## src/rtl/i2c_pkg.sv

```systemverilog
// Shared definitions for the I2C target register file: FSM state encoding,
// default bus widths, default target address and a majority-vote helper
// used by the optional glitch filter.
package i2c_pkg;

    localparam int         DEF_ADDR_WIDTH    = 7;
    localparam int         DEF_DATA_WIDTH    = 8;
    localparam logic [6:0] DEF_SLAVE_ADDRESS = 7'h22;

    typedef enum logic [2:0] {
        ST_IDLE,
        ST_ADDR,
        ST_ADDR_ACK,
        ST_WR_BYTE,
        ST_WR_ACK,
        ST_RD_BYTE,
        ST_RD_ACK,
        ST_IGNORE
    } i2c_state_t;

    function automatic logic maj3(input logic [2:0] v);
        return (v[0] & v[1]) | (v[0] & v[2]) | (v[1] & v[2]);
    endfunction

endpackage

```

## src/rtl/i2c_line_cond.sv

```systemverilog
// Bus line conditioning for the scl/sda pair: 2-flop synchronizers, an
// optional 3-sample majority glitch filter (enabled by defining
// I2C_TARGET_GLITCH_FILTER_EN), and scl edge / START / STOP detection.
module i2c_line_cond
    import i2c_pkg::*;
(
    input  logic clk_i,
    input  logic rst_i,
    input  logic scl_i,
    input  logic sda_i,
    output logic sda,
    output logic scl_rise,
    output logic scl_fall,
    output logic start,
    output logic stop
);

    logic [1:0] scl_sync;
    logic [1:0] sda_sync;
    logic       scl_c;
    logic       sda_c;
    logic       scl_q;
    logic       sda_q;

    // Two-flop synchronizers; idle bus level is high so they reset to 1.
    always_ff @(posedge clk_i or posedge rst_i) begin
        if (rst_i) begin
            scl_sync <= 2'b11;
            sda_sync <= 2'b11;
        end else begin
            scl_sync <= {scl_sync[0], scl_i};
            sda_sync <= {sda_sync[0], sda_i};
        end
    end

`ifdef I2C_TARGET_GLITCH_FILTER_EN
    logic [2:0] scl_hist;
    logic [2:0] sda_hist;

    // Three-sample history; a single-cycle pulse never wins the vote.
    always_ff @(posedge clk_i or posedge rst_i) begin
        if (rst_i) begin
            scl_hist <= 3'b111;
            sda_hist <= 3'b111;
        end else begin
            scl_hist <= {scl_hist[1:0], scl_sync[1]};
            sda_hist <= {sda_hist[1:0], sda_sync[1]};
        end
    end

    assign scl_c = maj3(scl_hist);
    assign sda_c = maj3(sda_hist);
`else
    assign scl_c = scl_sync[1];
    assign sda_c = sda_sync[1];
`endif

    // Previous conditioned levels for edge detection.
    always_ff @(posedge clk_i or posedge rst_i) begin
        if (rst_i) begin
            scl_q <= 1'b1;
            sda_q <= 1'b1;
        end else begin
            scl_q <= scl_c;
            sda_q <= sda_c;
        end
    end

    assign sda      = sda_c;
    assign scl_rise = scl_c & ~scl_q;
    assign scl_fall = ~scl_c & scl_q;
    assign start    = scl_c & scl_q & sda_q & ~sda_c;
    assign stop     = scl_c & scl_q & ~sda_q & sda_c;

endmodule

```

## src/rtl/i2c_target_regfile.sv

```systemverilog
// I2C target with a small register file. First written byte after the
// address sets the pointer; further bytes write and auto-increment. Reads
// stream from the pointer until the master NACKs. Optional glitch filter
// on the bus lines is enabled by defining I2C_TARGET_GLITCH_FILTER_EN.
//
// state    | meaning
// ---------+-----------------------------------------------------
// IDLE     | bus free or after STOP, sda released
// ADDR     | shifting in address + R/W after START
// ADDR_ACK | own address matched, driving ACK on 9th clock
// WR_BYTE  | shifting in pointer or data byte from master
// WR_ACK   | driving ACK for received byte
// RD_BYTE  | shifting out mem[ptr] MSB first
// RD_ACK   | sda released, sampling master ACK/NACK
// IGNORE   | not addressed or read ended, waiting for START/STOP
module i2c_target_regfile
    import i2c_pkg::*;
#(
    parameter int                        I2C_ADDR_WIDTH = DEF_ADDR_WIDTH,
    parameter int                        I2C_DATA_WIDTH = DEF_DATA_WIDTH,
    parameter logic [I2C_ADDR_WIDTH-1:0] SLAVE_ADDRESS  = I2C_ADDR_WIDTH'(DEF_SLAVE_ADDRESS),
    parameter int                        MEM_DEPTH      = 16
) (
    input  logic                         clk_i,
    input  logic                         rst_i,
    input  logic                         scl_i,
    input  logic                         sda_i,
    output logic                         scl_o,
    output logic                         sda_o,
    output logic                         busy_o,
    output logic                         wr_stb_o,
    output logic [$clog2(MEM_DEPTH)-1:0] wr_ptr_o,
    output logic [I2C_DATA_WIDTH-1:0]    wr_dat_o
);

    localparam int         PW        = $clog2(MEM_DEPTH);
    localparam int         DW        = I2C_DATA_WIDTH;
    localparam logic [3:0] ADDR_BITS = 4'(I2C_ADDR_WIDTH + 1);
    localparam logic [3:0] BYTE_BITS = 4'(DW);

    logic          sda;
    logic          scl_rise;
    logic          scl_fall;
    logic          start;
    logic          stop;

    i2c_state_t    state, state_n;
    logic [3:0]    cnt, cnt_n;
    logic [DW-1:0] shreg, shreg_n;
    logic [PW-1:0] ptr, ptr_n;
    logic          sda_r, sda_n;
    logic          busy_r, busy_n;
    logic          first, first_n;
    logic          rw, rw_n;
    logic          ack_bit, ack_n;
    logic          we;

    logic [DW-1:0] mem [MEM_DEPTH];
    logic [DW-1:0] mem_cur;
    logic [DW-1:0] mem_nxt;

    i2c_line_cond u_line_cond (
        .clk_i    (clk_i),
        .rst_i    (rst_i),
        .scl_i    (scl_i),
        .sda_i    (sda_i),
        .sda      (sda),
        .scl_rise (scl_rise),
        .scl_fall (scl_fall),
        .start    (start),
        .stop     (stop)
    );

    assign mem_cur = mem[ptr];
    assign mem_nxt = mem[ptr + PW'(1)];

    // State register.
    always_ff @(posedge clk_i or posedge rst_i) begin
        if (rst_i) state <= ST_IDLE;
        else       state <= state_n;
    end

    // Next state and datapath updates; START/STOP override any byte in flight.
    always_comb begin
        state_n = state;
        cnt_n   = cnt;
        shreg_n = shreg;
        ptr_n   = ptr;
        sda_n   = sda_r;
        busy_n  = busy_r;
        first_n = first;
        rw_n    = rw;
        ack_n   = ack_bit;
        we      = 1'b0;
        if (start) begin
            state_n = ST_ADDR;
            cnt_n   = '0;
            sda_n   = 1'b1;
            busy_n  = 1'b0;
        end else if (stop) begin
            state_n = ST_IDLE;
            sda_n   = 1'b1;
            busy_n  = 1'b0;
        end else begin
            case (state)
                ST_ADDR: begin
                    if (scl_rise) begin
                        shreg_n = {shreg[DW-2:0], sda};
                        cnt_n   = cnt + 4'd1;
                    end else if (scl_fall && cnt == ADDR_BITS) begin
                        if (shreg[I2C_ADDR_WIDTH:1] == SLAVE_ADDRESS) begin
                            state_n = ST_ADDR_ACK;
                            sda_n   = 1'b0;
                            busy_n  = 1'b1;
                            rw_n    = shreg[0];
                        end else begin
                            state_n = ST_IGNORE;
                            sda_n   = 1'b1;
                        end
                    end
                end
                ST_ADDR_ACK: begin
                    if (scl_fall) begin
                        cnt_n = '0;
                        if (rw) begin
                            state_n = ST_RD_BYTE;
                            sda_n   = mem_cur[DW-1];
                            shreg_n = {mem_cur[DW-2:0], 1'b0};
                        end else begin
                            state_n = ST_WR_BYTE;
                            sda_n   = 1'b1;
                            first_n = 1'b1;
                        end
                    end
                end
                ST_WR_BYTE: begin
                    if (scl_rise) begin
                        shreg_n = {shreg[DW-2:0], sda};
                        cnt_n   = cnt + 4'd1;
                    end else if (scl_fall && cnt == BYTE_BITS) begin
                        state_n = ST_WR_ACK;
                        sda_n   = 1'b0;
                        if (first) begin
                            ptr_n   = shreg[PW-1:0];
                            first_n = 1'b0;
                        end else begin
                            we    = 1'b1;
                            ptr_n = ptr + PW'(1);
                        end
                    end
                end
                ST_WR_ACK: begin
                    if (scl_fall) begin
                        state_n = ST_WR_BYTE;
                        sda_n   = 1'b1;
                        cnt_n   = '0;
                    end
                end
                ST_RD_BYTE: begin
                    if (scl_rise) begin
                        cnt_n = cnt + 4'd1;
                    end else if (scl_fall) begin
                        if (cnt == BYTE_BITS) begin
                            state_n = ST_RD_ACK;
                            sda_n   = 1'b1;
                        end else begin
                            sda_n   = shreg[DW-1];
                            shreg_n = {shreg[DW-2:0], 1'b0};
                        end
                    end
                end
                ST_RD_ACK: begin
                    if (scl_rise) begin
                        ack_n = sda;
                    end else if (scl_fall) begin
                        if (!ack_bit) begin
                            state_n = ST_RD_BYTE;
                            ptr_n   = ptr + PW'(1);
                            cnt_n   = '0;
                            sda_n   = mem_nxt[DW-1];
                            shreg_n = {mem_nxt[DW-2:0], 1'b0};
                        end else begin
                            state_n = ST_IGNORE;
                            sda_n   = 1'b1;
                        end
                    end
                end
                default: sda_n = 1'b1;
            endcase
        end
    end

    // Datapath and output registers; reset releases sda asynchronously.
    always_ff @(posedge clk_i or posedge rst_i) begin
        if (rst_i) begin
            cnt      <= '0;
            shreg    <= '0;
            ptr      <= '0;
            sda_r    <= 1'b1;
            busy_r   <= 1'b0;
            first    <= 1'b0;
            rw       <= 1'b0;
            ack_bit  <= 1'b1;
            wr_stb_o <= 1'b0;
            wr_ptr_o <= '0;
            wr_dat_o <= '0;
        end else begin
            cnt      <= cnt_n;
            shreg    <= shreg_n;
            ptr      <= ptr_n;
            sda_r    <= sda_n;
            busy_r   <= busy_n;
            first    <= first_n;
            rw       <= rw_n;
            ack_bit  <= ack_n;
            wr_stb_o <= we;
            if (we) begin
                wr_ptr_o <= ptr;
                wr_dat_o <= shreg;
            end
        end
    end

    // Register file storage.
    always_ff @(posedge clk_i or posedge rst_i) begin
        if (rst_i) begin
            for (int i = 0; i < MEM_DEPTH; i++) mem[i] <= '0;
        end else if (we) begin
            mem[ptr] <= shreg;
        end
    end

    assign scl_o  = 1'b1;
    assign sda_o  = sda_r;
    assign busy_o = busy_r;

endmodule
```

## config.mk

```make
export PLATFORM = sky130hd
export DESIGN_NAME = i2c_target_regfile
export DESIGN_NICKNAME = d
export VERILOG_FILES = /design/src/rtl/i2c_pkg.sv /design/src/rtl/i2c_line_cond.sv /design/src/rtl/i2c_target_regfile.sv
export SDC_FILE = /design/constraint.sdc
export NUM_CORES = 1
export LEC_CHECK = 0
export BUFFER_PORTS_ARGS = -buffer_cell sky130_fd_sc_hd__buf_2
export CAP_MARGIN = 15
export CORE_ASPECT_RATIO = 2
export CORE_UTILIZATION = 63
export CTS_CLUSTER_DIAMETER = 200
export DETAILED_ROUTE_END_ITERATION = 7
export PLACE_DENSITY = 0.8
export SLEW_MARGIN = 40
export SYNTH_ARGS = -nofsm -noshare
export SYNTH_HDL_FRONTEND = slang
export SYNTH_HIERARCHICAL = 1
export SYNTH_SLANG_ARGS = --single-unit
```

## constraint.sdc

```tcl
create_clock -name clk_i -period 6.5 [get_ports clk_i]
set_clock_uncertainty 0.05 [all_clocks]
set_input_delay 1.3 -clock clk_i [delete_from_list [all_inputs] [get_ports clk_i]]
set_output_delay 1.3 -clock clk_i [all_outputs]
set_load 0.05 [all_outputs]
```

* After elaboration in Yosys (flattened, before gate mapping)
Index checks and enable logic that the tools add are counted.
Operators by class: $add $sub $neg 2, muxes and demuxes 83, bitwise gates (word level) 16, reductions and logical operators 22, magnitude comparators 3, equal/unequal tests 38
Operators by type and width (count):
- bitwise mux 128 bit | 1
- 2-to-1 mux 8 bit | 14
- binary-select mux 8 bit (select 4 bit) | 2
- 2-to-1 mux 4 bit | 13
- 2-to-1 mux 3 bit | 15
- != test 4 bit, second input constant | 11
- demux 8 bit (select 4 bit) | 1
- case mux 8 bit (4 select lines) | 1
- 2-to-1 mux 1 bit | 30
- != test 2 bit, second input constant | 12
- AND reduction 12 bit | 2
- case mux 3 bit (6 select lines) | 1
- AND reduction 7 bit | 2
- case mux 4 bit (3 select lines) | 1
- greater-or-equal comparator 5 bit, second input constant | 2
- inverter 4 -> 5 bit | 2
- AND reduction 10 bit | 1
- == test 3 bit, second input constant | 3
- != test 3 x 1 -> 1 bit, second input constant | 3
- != test 3 bit, second input constant | 3
- nonzero test 3 bit | 3
- adder 4 x 1 -> 4 bit, second input constant | 2
- case mux 4 bit (2 select lines) | 1
- AND reduction 4 bit | 2
- 19 further kinds | 36
Storage, ports and cells: logic and storage cells 196, output and inout port bits 16, register bits after elaboration 171, input port bits 4

* Depth between registers and ports, before layout
Gate-level depths: netlist (run 1).
word-level depth 11, gate-level depth with buffers 13, gate-level depth less buffers 8

* Modules after synthesis
The synthesis (run 1) kept the hierarchy.
Modules (own cells, without submodules):
- i2c_target_regfile | cells an instance 647, area an instance 8928.6 um^2, instances 1
- i2c_line_cond | cells an instance 11, area an instance 193.9 um^2, instances 1

* Worst setup path before layout (run 1)
No wires, ideal clock.
path type reg2reg, from reg ptr[0], to reg shreg[2], arrival 2.986 ns, buffers on the path 6, stages on the path, launching flop included 13, data required time 6.309 ns, slack 3.323 ns, cell sequence dfrtp_1 -> buf_4 -> buf_4 -> buf_2 -> inv_1 -> ha_1 -> buf_4 -> buf_2 -> buf_2 -> mux4_2 -> mux4_2 -> o22ai_1 -> o31ai_1
On the way: longest elaborated chain between the ends 9, elaborated cells on any way between the ends 15, classes of those cells add/sub: 1; mux: 12; bitwise: 2
RTL lines:
- from (decl) | RTL line i2c_target_regfile.sv:50 | logic [PW-1:0] ptr, ptr_n;
- from (signal assigned) | RTL line i2c_target_regfile.sv:210 | ptr <= ptr_n;
- adder 4 x 1 -> 4 bit | RTL line i2c_target_regfile.sv:75 | assign mem_nxt = mem[ptr + PW'(1)];
- inverter 4 -> 5 bit (implied by the code) | RTL line i2c_target_regfile.sv:75
- binary-select mux 8 bit (select 4 bit) | RTL line i2c_target_regfile.sv:75
- 2-to-1 mux 8 bit (implied by the code) (2 in a row) | RTL line i2c_target_regfile.sv:75
- 2-to-1 mux 8 bit | RTL line i2c_target_regfile.sv:176 | if (!ack_bit) begin
- 2-to-1 mux 8 bit | RTL line i2c_target_regfile.sv:175 | end else if (scl_fall) begin
- 2-to-1 mux 8 bit | RTL line i2c_target_regfile.sv:173 | if (scl_rise) begin
- case mux 8 bit (4 select lines) (*) | RTL line i2c_target_regfile.sv:105 | case (state)
- to (signal assigned) | RTL line i2c_target_regfile.sv:209 | shreg <= shreg_n;
- to (decl) | RTL line i2c_target_regfile.sv:49 | logic [DW-1:0] shreg, shreg_n;
Every way passes the cells marked *; elsewhere a longest branch is shown, timed or not. The select of a mux whose other input is x is not followed. A chain may end at the register's enable or synchronous reset.

* Final worst setup path (run 1)
from reg u_line_cond.sda_sync[1], to reg mem[63] (netlist bit)
On the way: longest elaborated chain between the ends 3, elaborated cells on any way between the ends 5, classes of those cells mux: 2; bitwise: 3
RTL lines:
- from (decl) | RTL line i2c_line_cond.sv:19 | logic [1:0] sda_sync;
- from (signal assigned) | RTL line i2c_line_cond.sv:32 | sda_sync <= {sda_sync[0], sda_i};
- inverter 1 bit | RTL line i2c_line_cond.sv:72 | assign start = scl_c & scl_q & sda_q & ~sda_c;
- bitwise AND 1 bit | RTL line i2c_line_cond.sv:72
- named net start | RTL line i2c_target_regfile.sv:44 | logic start;
- 2-to-1 mux 1 bit | RTL line i2c_target_regfile.sv:95 | if (start) begin
- to (signal, indexed assignment) | RTL line i2c_target_regfile.sv:229 | mem[ptr] <= shreg;
- to (decl) | RTL line i2c_target_regfile.sv:58 | logic [DW-1:0] mem [MEM_DEPTH];
The timed path passes the listed nets, and every way through them passes these cells.

==> implementation parameters, run 1 <==
Parameter                              Value

Global routing
  Global-route wire length before repair ... 35.5 mm
  Total global routing overflow ... 0
  Antenna violations before repair ... 1
  Global Route Usage Sum ... between 30% and 40%
  Maximum number of pins on one net before global-route repair ... 118
  Via count of the first global-routing pass ... 6229

Synth
  Total of warnings raised by yosys ... 6
  Synthesized netlist cell count ... approximately 660
  Mean instance size in the synthesized netlist ... 13.9 um2
  Post-synthesis net count ... 668
  Async set-reset flop share out of synthesis ... 100%
  Flip-flop cell with the highest count after synthesis ... sky130_fd_sc_hd__dfrtp_1
  Most area-consuming cells after synthesis ... sky130_fd_sc_hd__dfrtp_1 45%, sky130_fd_sc_hd__mux2_2 18%, sky130_fd_sc_hd__mux4_2 16%, sky130_fd_sc_hd__mux2i_1 2.5%, sky130_fd_sc_hd__dfstp_2 2.3%
  Post-synth EDFFs ... 0
  Mapped cell area ... 9120 um2
  Synthesis-stage register bit count ... roughly 170
  Unique masters post-synth ... 55
  Sequential-to-total area share from yosys stat ... between 40 and 50%
  Area share of the largest cell type after synthesis ... 44.7%
  Post-synth top area cell ... sky130_fd_sc_hd__dfrtp_1

Critical path
  Bufs and invs on worst path ... 1
  Crit-path max cell delay ... approximately 0.58 ns
  Path depth of the worst reg2reg path ... 7
  Crit path max-delay family ... simple AND/OR/NAND/NOR gates
  Kind of end point of the critical path ... register
  Start of the worst register-to-register path ... u_line_cond/sda_sync[1]$_DFF_PP1_
  Crit path arrival time ... 3.85 ns
  Kind of start point of the critical path ... register
  End of the worst register-to-register path ... mem[63]$_DFFE_PP0P_
  Worst setup slack for register-to-register paths ... a little under 3 ns
  Cells along the critical path ... and4b_1, nor2_1, nand3_1, nor3_4, buf_4, nand3_2, mux2_2
  Cell at the slowest stage of the critical path ... sky130_fd_sc_hd__nor3_4
  Critical path required time ... 6.77 ns
  Maximum fanout along the worst path ... 19
  Category of the most critical setup path ... register to register

Timing
  Final setup fails ... 0
  Slew margin rel. ... 42.4%
  Min Clock Period, post-route ... 3.57 ns
  Final-layout setup total negative slack ... 0 ns
  Hold Vio Cnt, Final ... 0
  Worst hold slack after final layout ... 0.309 ns
  Unrepaired setup endpoints after global routing ... no
  Count of final max-slew check failures ... 0
  Final cycle utilization of the critical path ... a little over half
  Maximum operating frequency ... 0.280 GHz
  Tightest Pin Transition ... 0.864 ns

Pwr
  Sw power ... between 0.7 and 0.8 mW
  Total power after layout ... 2.57 mW
  Power per Cell Area ... 259 nW/um2
  Relative contribution of combinational cells to total power ... 9.4%
  Part of the total power dissipated in sequential elements ... 49.0%
  Total leakage power ... 4.51 nW
  Clk pwr share ... 41.5%
  Cell Int Power ... 1.80 mW
  Largest vdd supply drop ... ~0.21 mV
  Switching part of the total power ... roughly 30%

Placement
  Number of input and output port buffers inserted ... 18
  Weighted congestion at the end of routability-driven global placement ... 0.869
  Area after detailed placement ... 9310 um2
  HPWL after detailed placement ... 15.0 mm

Layout
  Number of nets at the end of the flow ... 663
  Post-synthesis to final-layout area growth ... 8.78%
  Ant diodes ... 0
  Utilization after layout ... 70.7%
  Design Area, Final ... roughly 10000 um2
  Layout cell share with drive strength beyond 1 ... 44.1%

Drt
  Final ANT Viol Nets ... 0
  Iteration-0 DRC Markers ... roughly 510
  Total Routed Length ... 22.9 mm
  Vias per Instance ... 6.99
  Mean routed wirelength per cell ... 26.8 um
  Number of detailed-route iterations in the first pass ... 5
  Number of design rule violations left after detail routing ... 0
  Total via count after detailed routing ... 5980

Clock tree
  Number of setup buffers added after CTS ... 0
  H-tree level count ... 4
  Post-CTS sizing ... 0
  Clock transition at the registers of the reported paths ... about 0.070 ns
  Skew-Pair Late Insertion Delay ... roughly 0.45 ns
  Hold-fix buffers, CTS ... 0
  Clock buffer count from CTS ... 17
  CTS tree ... done
  Maximum buffer depth of the clock tree ... 2
  Clock sinks ... roughly 170
  Buffer cell driving the clock tree root ... sky130_fd_sc_hd__clkbuf_16

Min path
  Hold Crit Depth ... 0
  Capture endpoint of the worst hold path ... u_line_cond/scl_sync[1]$_DFF_PP1_
  Hold path startpoint ... u_line_cond/scl_sync[0]$_DFF_PP1_
  Type of the worst min-delay path ... register to register

Floorplanning
  Die outline width ... 87.1 um
  Effective utilization at floorplan ... 65.0%
  # rows ... 61
  Area enclosed by the die boundary ... 15000 um2
  Vertical die dimension ... 172 um
  Total core area ... 14000 um2
  IO Count ... 20

Run status
  Status ... completed

Flow run
  Number of maximum-capacitance violations ... 0
==> cell usage in the layout (no fill, tap or decap), drive strengths merged, types with 8 or more instances in the layout <==
cell / n
inv: 21
dfstp: 8
mux2: 142
nor3: 9
a21oi: 16
nand3: 21
mux2i: 23
nor2: 23
nand2: 28
o22ai: 13
clkbuf: 18
buf: 24
dfrtp: 163
mux4: 64
o21ai: 22
==> how the worst max path moves through the flow <==
stage | endpoint | slack, ns | cells after the start | startpoint
after floorplan | busy_o$_DFFE_PP0P_ | 0.69 | 1 | rst_i
after global placement | shreg[6]$_DFFE_PP0P_ | 2.91 | 7 | ptr[1]$_DFFE_PP0P_
after detailed placement | mem[33]$_DFFE_PP0P_ | 2.99 | 7 | u_line_cond/sda_sync[1]$_DFF_PP1_
after CTS | mem[63]$_DFFE_PP0P_ | 2.94 | 7 | u_line_cond/sda_sync[1]$_DFF_PP1_
after global routing | mem[63]$_DFFE_PP0P_ | 2.72 | 7 | u_line_cond/sda_sync[1]$_DFF_PP1_
final | mem[63]$_DFFE_PP0P_ | 2.93 | 7 | u_line_cond/sda_sync[1]$_DFF_PP1_
==> cell type report <==
type	instances	area, um2
Sequential cell	171	4290
Fill cell	978	4120
Multi-Input combinational cell	425	4580
Clock inverter	14	184
Inverter	14	65.1
Clock buffer	18	429
Tap cell	189	236
Timing Repair Buffer	24	139
==> per-layer routing <==
| layer | vias up | wire length [um] | global-route usage (%) |
|---|---|---|---|
| li1 | 2513 | - | - |
| met1 | 3078 | 7680 | 36.7 |
| met2 | 274 | 11500 | 53.1 |
| met3 | 115 | 1600 | 9.16 |
| met4 | 0 | 2100 | 28.3 |
| met5 | - | 0 | 0 |
==> Yosys cell counts (3+ instances only) <==
cell type	number
sky130_fd_sc_hd__o221ai_1	3
sky130_fd_sc_hd__buf_4	8
sky130_fd_sc_hd__nand2_1	28
sky130_fd_sc_hd__o22ai_1	13
sky130_fd_sc_hd__ha_1	6
sky130_fd_sc_hd__nor3_1	8
sky130_fd_sc_hd__buf_2	16
sky130_fd_sc_hd__dfstp_2	8
sky130_fd_sc_hd__o21ai_0	22
sky130_fd_sc_hd__inv_1	14
sky130_fd_sc_hd__dfrtp_1	163
sky130_fd_sc_hd__mux2_2	142
sky130_fd_sc_hd__nor2_1	23
sky130_fd_sc_hd__nand4_4	4
sky130_fd_sc_hd__o2111ai_1	3
sky130_fd_sc_hd__a21oi_1	16
sky130_fd_sc_hd__o31ai_1	6
sky130_fd_sc_hd__nand3_1	9
sky130_fd_sc_hd__mux2i_1	23
sky130_fd_sc_hd__nand2b_1	3
sky130_fd_sc_hd__nand3_2	12
sky130_fd_sc_hd__clkbuf_1	22
sky130_fd_sc_hd__mux4_2	64
sky130_fd_sc_hd__nor2b_1	5
==> state kept, by name, indices dropped and copies added, names as in the netlist, 3 cells and up <==
signal,flops
wr_ptr_o,4
state,3
cnt,4
mem,128
wr_dat_o,8
ptr,4
shreg,8
==> cells by family after synthesis <==
group	Yosys count	synth area share (%)
multiplexers	229	35.9
flip-flops	171	47.0
AND/OR/NAND/NOR	106	7.13
AO/OA/AOI/OAI	80	5.57
buffers and inverters	62	3.18
adder cells (fa/ha/maj)	7	0.933
XOR/XNOR	2	0.274
other	1	0.0411
==> through the flow <==
stage / worst slack (ns) / cells
after floorplan: 0.692 / 658
after global placement: 2.91 / 823
after detailed placement: 2.99 / 823
after CTS: 2.94 / 855
after global routing: 2.72 / 855
final: 2.93 / 855
==> power by group through the flow <==
stage               clock network (mW)  logic, mW  registers (mW)
finish                            1.07      0.242            1.26
global route                      1.11      0.264            1.27
CTS                               1.08      0.239            1.26
detailed placement                   0      0.237            1.28
global placement                     0      0.227            1.27
floorplan                            0      0.263            1.14
Note: power is estimated with default switching activity, not from simulation.
==> inputs of run 2 (changes only) <==
- clock period: 6.5 -> 3.7 ns (I/O delays scaled with it)
==> run 2 against run 1 <==
Net effect: sequential share of layout area fell by 0.18 points; count of clock-buffer cells in the layout rose by 1; cell count increased by 1.1%; critical path type unchanged; critical endpoint is now mem[73]$_DFFE_PP0P_; highest routed layer unchanged.
==> implementation parameters, run 2 (same netlist as run 1, synthesis figures left out) <==
Parameter                              Value

Pwr
  Total leakage power ... 4.54 nW (was 4.51 nW)
  Sw power ... 1.34 mW (was 0.771 mW)
  Switching part of the total power ... 29.7% (was 30.0%)
  Largest vdd supply drop ... 0.304 mV (was 0.215 mV)
  Relative contribution of combinational cells to total power ... 10.7% (was 9.4%)
  Cell Int Power ... 3.18 mW (was 1.80 mW)
  Part of the total power dissipated in sequential elements ... 48.7% (was 49.0%)
  Clk pwr share ... 40.6% (was 41.5%)
  Power per Cell Area ... 453 nW/um2 (was 259 nW/um2)
  Total power after layout ... 4.52 mW (was 2.57 mW)

Clock tree
  H-tree level count ... 4 (unchanged)
  Post-CTS sizing ... 0 (unchanged)
  Number of setup buffers added after CTS ... 0 (unchanged)
  CTS tree ... done (unchanged)
  Clock sinks ... 171 (unchanged)
  Clock buffer count from CTS ... 17 (unchanged)
  Buffer cell driving the clock tree root ... sky130_fd_sc_hd__clkbuf_16 (unchanged)
  Skew-Pair Late Insertion Delay ... 0.43 ns (was 0.45 ns)
  Maximum buffer depth of the clock tree ... 2 (unchanged)
  Clock transition at the registers of the reported paths ... 0.07 ns (about the same)
  Hold-fix buffers, CTS ... 0 (unchanged)

Layout
  Ant diodes ... 0 (unchanged)
  Number of nets at the end of the flow ... 672 (was 663)
  Layout cell share with drive strength beyond 1 ... 45.0% (was 44.1%)
  Commonest cells after routing, fill and taps aside ... 160 x sky130_fd_sc_hd__dfrtp_1, 142 x sky130_fd_sc_hd__mux2_2, 64 x sky130_fd_sc_hd__mux4_2 (was 161 x sky130_fd_sc_hd__dfrtp_1, 142 x sky130_fd_sc_hd__mux2_2, 64 x sky130_fd_sc_hd__mux4_2)
  Number of standard cells in the final layout excluding fillers ... 864 (was 855)
  Post-synthesis to final-layout area growth ... 9.26% (was 8.78%)
  Leading cell type in the layout, fill and taps excluded ... sky130_fd_sc_hd__dfrtp_1 (unchanged)
  Design Area, Final ... 9970 um2 (was 9920 um2)
  Fillers ... 961 (was 978)
  Regs by FF count ... mem x128, shreg x8, wr_dat_o x8 (unchanged)
  Largest register by flop count ... mem (unchanged)
  Utilization after layout ... 71.0% (was 70.7%)
  Number of flip-flops under the largest register name ... 128 (unchanged)

Critical path
  Maximum fanout along the worst path ... 29 (was 19)
  Category of the most critical setup path ... register to register (unchanged)
  Path depth of the worst reg2reg path ... 7 (unchanged)
  Crit-path max cell delay ... 0.56 ns (was 0.58 ns)
  Kind of start point of the critical path ... register (unchanged)
  Kind of end point of the critical path ... register (unchanged)
  Cell at the slowest stage of the critical path ... sky130_fd_sc_hd__dfstp_2 (was sky130_fd_sc_hd__nor3_4)
  Cells along the critical path ... and4b_1, nor2_1, nand3_1, nor3_4, buf_4, nand3_2, mux2_2 (unchanged)
  Start of the worst register-to-register path ... u_line_cond/sda_sync[1]$_DFF_PP1_ (unchanged)
  Crit path arrival time ... 3.42 ns (was 3.85 ns)
  Critical path required time ... 3.96 ns (was 6.77 ns)
  Worst setup slack for register-to-register paths ... 0.54 ns (was 2.93 ns)
  End of the worst register-to-register path ... mem[73]$_DFFE_PP0P_ (was mem[63]$_DFFE_PP0P_)

Drt
  Total Routed Length ... 23.4 mm (was 22.9 mm)
  Vias per Instance ... 7.05 (was 6.99)
  Number of design rule violations left after detail routing ... 0 (unchanged)
  Total via count after detailed routing ... 6093 (was 5980)
  Mean routed wirelength per cell ... 27.1 um (was 26.8 um)
  Final ANT Viol Nets ... 0 (unchanged)
  Iteration-0 DRC Markers ... 619 (was 508)
  Number of detailed-route iterations in the first pass ... 5 (unchanged)

Timing
  Maximum operating frequency ... 0.316 GHz (was 0.280 GHz)
  Final setup fails ... 0 (unchanged)
  Hold Vio Cnt, Final ... 0 (unchanged)
  Final-layout setup total negative slack ... 0 ns (unchanged)
  Final cycle utilization of the critical path ... 85.5% (was 55.0%)
  Slew margin rel. ... 38.4% (was 42.4%)
  Tightest Pin Transition ... 0.923 ns (was 0.864 ns)
  Count of final max-slew check failures ... 0 (unchanged)
  Min Clock Period, post-route ... 3.16 ns (was 3.57 ns)
  Unrepaired setup endpoints after global routing ... no (unchanged)

Global routing
  Via count of the first global-routing pass ... 6257 (was 6229)
  Global Route Usage Sum ... 33.8% (was 33.4%)
  Maximum number of pins on one net before global-route repair ... 87 (was 118)
  Antenna violations before repair ... 0 (was 1)
  Total global routing overflow ... 0 (unchanged)
  Global-route wire length before repair ... 35.8 mm (was 35.5 mm)

Floorplanning
  # rows ... 61 (unchanged)
  Die outline width ... 87.1 um (unchanged)
  Vertical die dimension ... 172 um (unchanged)
  Area enclosed by the die boundary ... 15000 um2 (unchanged)
  IO Count ... 20 (unchanged)
  Effective utilization at floorplan ... 65.0% (unchanged)
  Total core area ... 14000 um2 (unchanged)

Placement
  Area after detailed placement ... 9350 um2 (was 9310 um2)
  Number of cells after detailed placement ... 832 (was 823)
  Number of input and output port buffers inserted ... 18 (unchanged)
  Weighted congestion at the end of routability-driven global placement ... 0.919 (was 0.869)
  HPWL after detailed placement ... 15.8 mm (was 15.0 mm)

Flow run
  Number of maximum-capacitance violations ... 0 (unchanged)

Min path
  Type of the worst min-delay path ... primary input to async pin (was register to register)

Run status
  Status ... completed (unchanged)
## run 2: cell count changes in the layout (fill, tap and decap cells not counted), sizes merged
cell	change
buf	+9
clkbuf	+1
clkinv	+2
clkinvlp	+2
inv	-5
## run 2: stage by stage
step / hold WS [ns] / setup WS [ns]
after floorplan: 0.295 / 0.523
final: 0.240 / 0.535
after global placement: 0.300 / 0.784
after CTS: 0.240 / 0.649
after global routing: 0.251 / 0.364
after detailed placement: 0.307 / 0.655
## run 2: cell type report
type | instances | area (um2) | share of cell area [%]
clock buffer | 19 | 443 | 4.44
clock inverter | 13 | 166 | 1.67
inverter | 14 | 56.3 | 0.565
multi-input combinational | 425 | 4550 | 45.7
sequential | 171 | 4300 | 43.1
tap | 189 | 236 | 2.37
timing repair buffer | 33 | 215 | 2.16
## run 2: power by group through the flow
| stage | Sequential [mW] | Clock, mW | Combinational, mW |
|---|---|---|---|
| 6_report | 2.20 | 1.84 | 0.482 |
| 5_1_grt | 2.21 | 1.93 | 0.517 |
| 4_1_cts | 2.19 | 1.85 | 0.467 |
| 3_5_place_dp | 2.22 | 0 | 0.463 |
| 3_3_place_gp | 2.21 | 0 | 0.438 |
| 2_1_floorplan | 2.00 | 0 | 0.463 |
## run 2: worst max-delay path by stage
stage,startpoint,end,slack (ns),depth (start not counted)
after floorplan,ptr[0]$_DFFE_PP0P_,shreg[2]$_DFFE_PP0P_,0.52,12
after global placement,u_line_cond/sda_sync[1]$_DFF_PP1_,mem[90]$_DFFE_PP0P_,0.78,7
after detailed placement,u_line_cond/sda_sync[1]$_DFF_PP1_,mem[73]$_DFFE_PP0P_,0.66,7
after CTS,u_line_cond/sda_sync[1]$_DFF_PP1_,mem[73]$_DFFE_PP0P_,0.65,7
after global routing,u_line_cond/sda_sync[1]$_DFF_PP1_,mem[119]$_DFFE_PP0P_,0.36,7
final,u_line_cond/sda_sync[1]$_DFF_PP1_,mem[73]$_DFFE_PP0P_,0.54,7
## run 2: worst max-delay path: cells and delay by family (launching register included)
kind / cells / cell delay [ns]
multiplexers: 1 / 0.41
buffers and inverters: 1 / 0.47
AND/OR/NAND/NOR: 5 / 1.52
flip-flops: 1 / 0.56
## run 2: per-layer routing
layer / global-route usage [%] / vias to the layer above / part of all wire [%]
met5: 0 / - / 0
met4: 26.8 / 0 / 7.9
met2: 56.6 / 299 / 52
li1: - / 2528 / -
met1: 36.7 / 3143 / 34
met3: 6.97 / 123 / 5.5
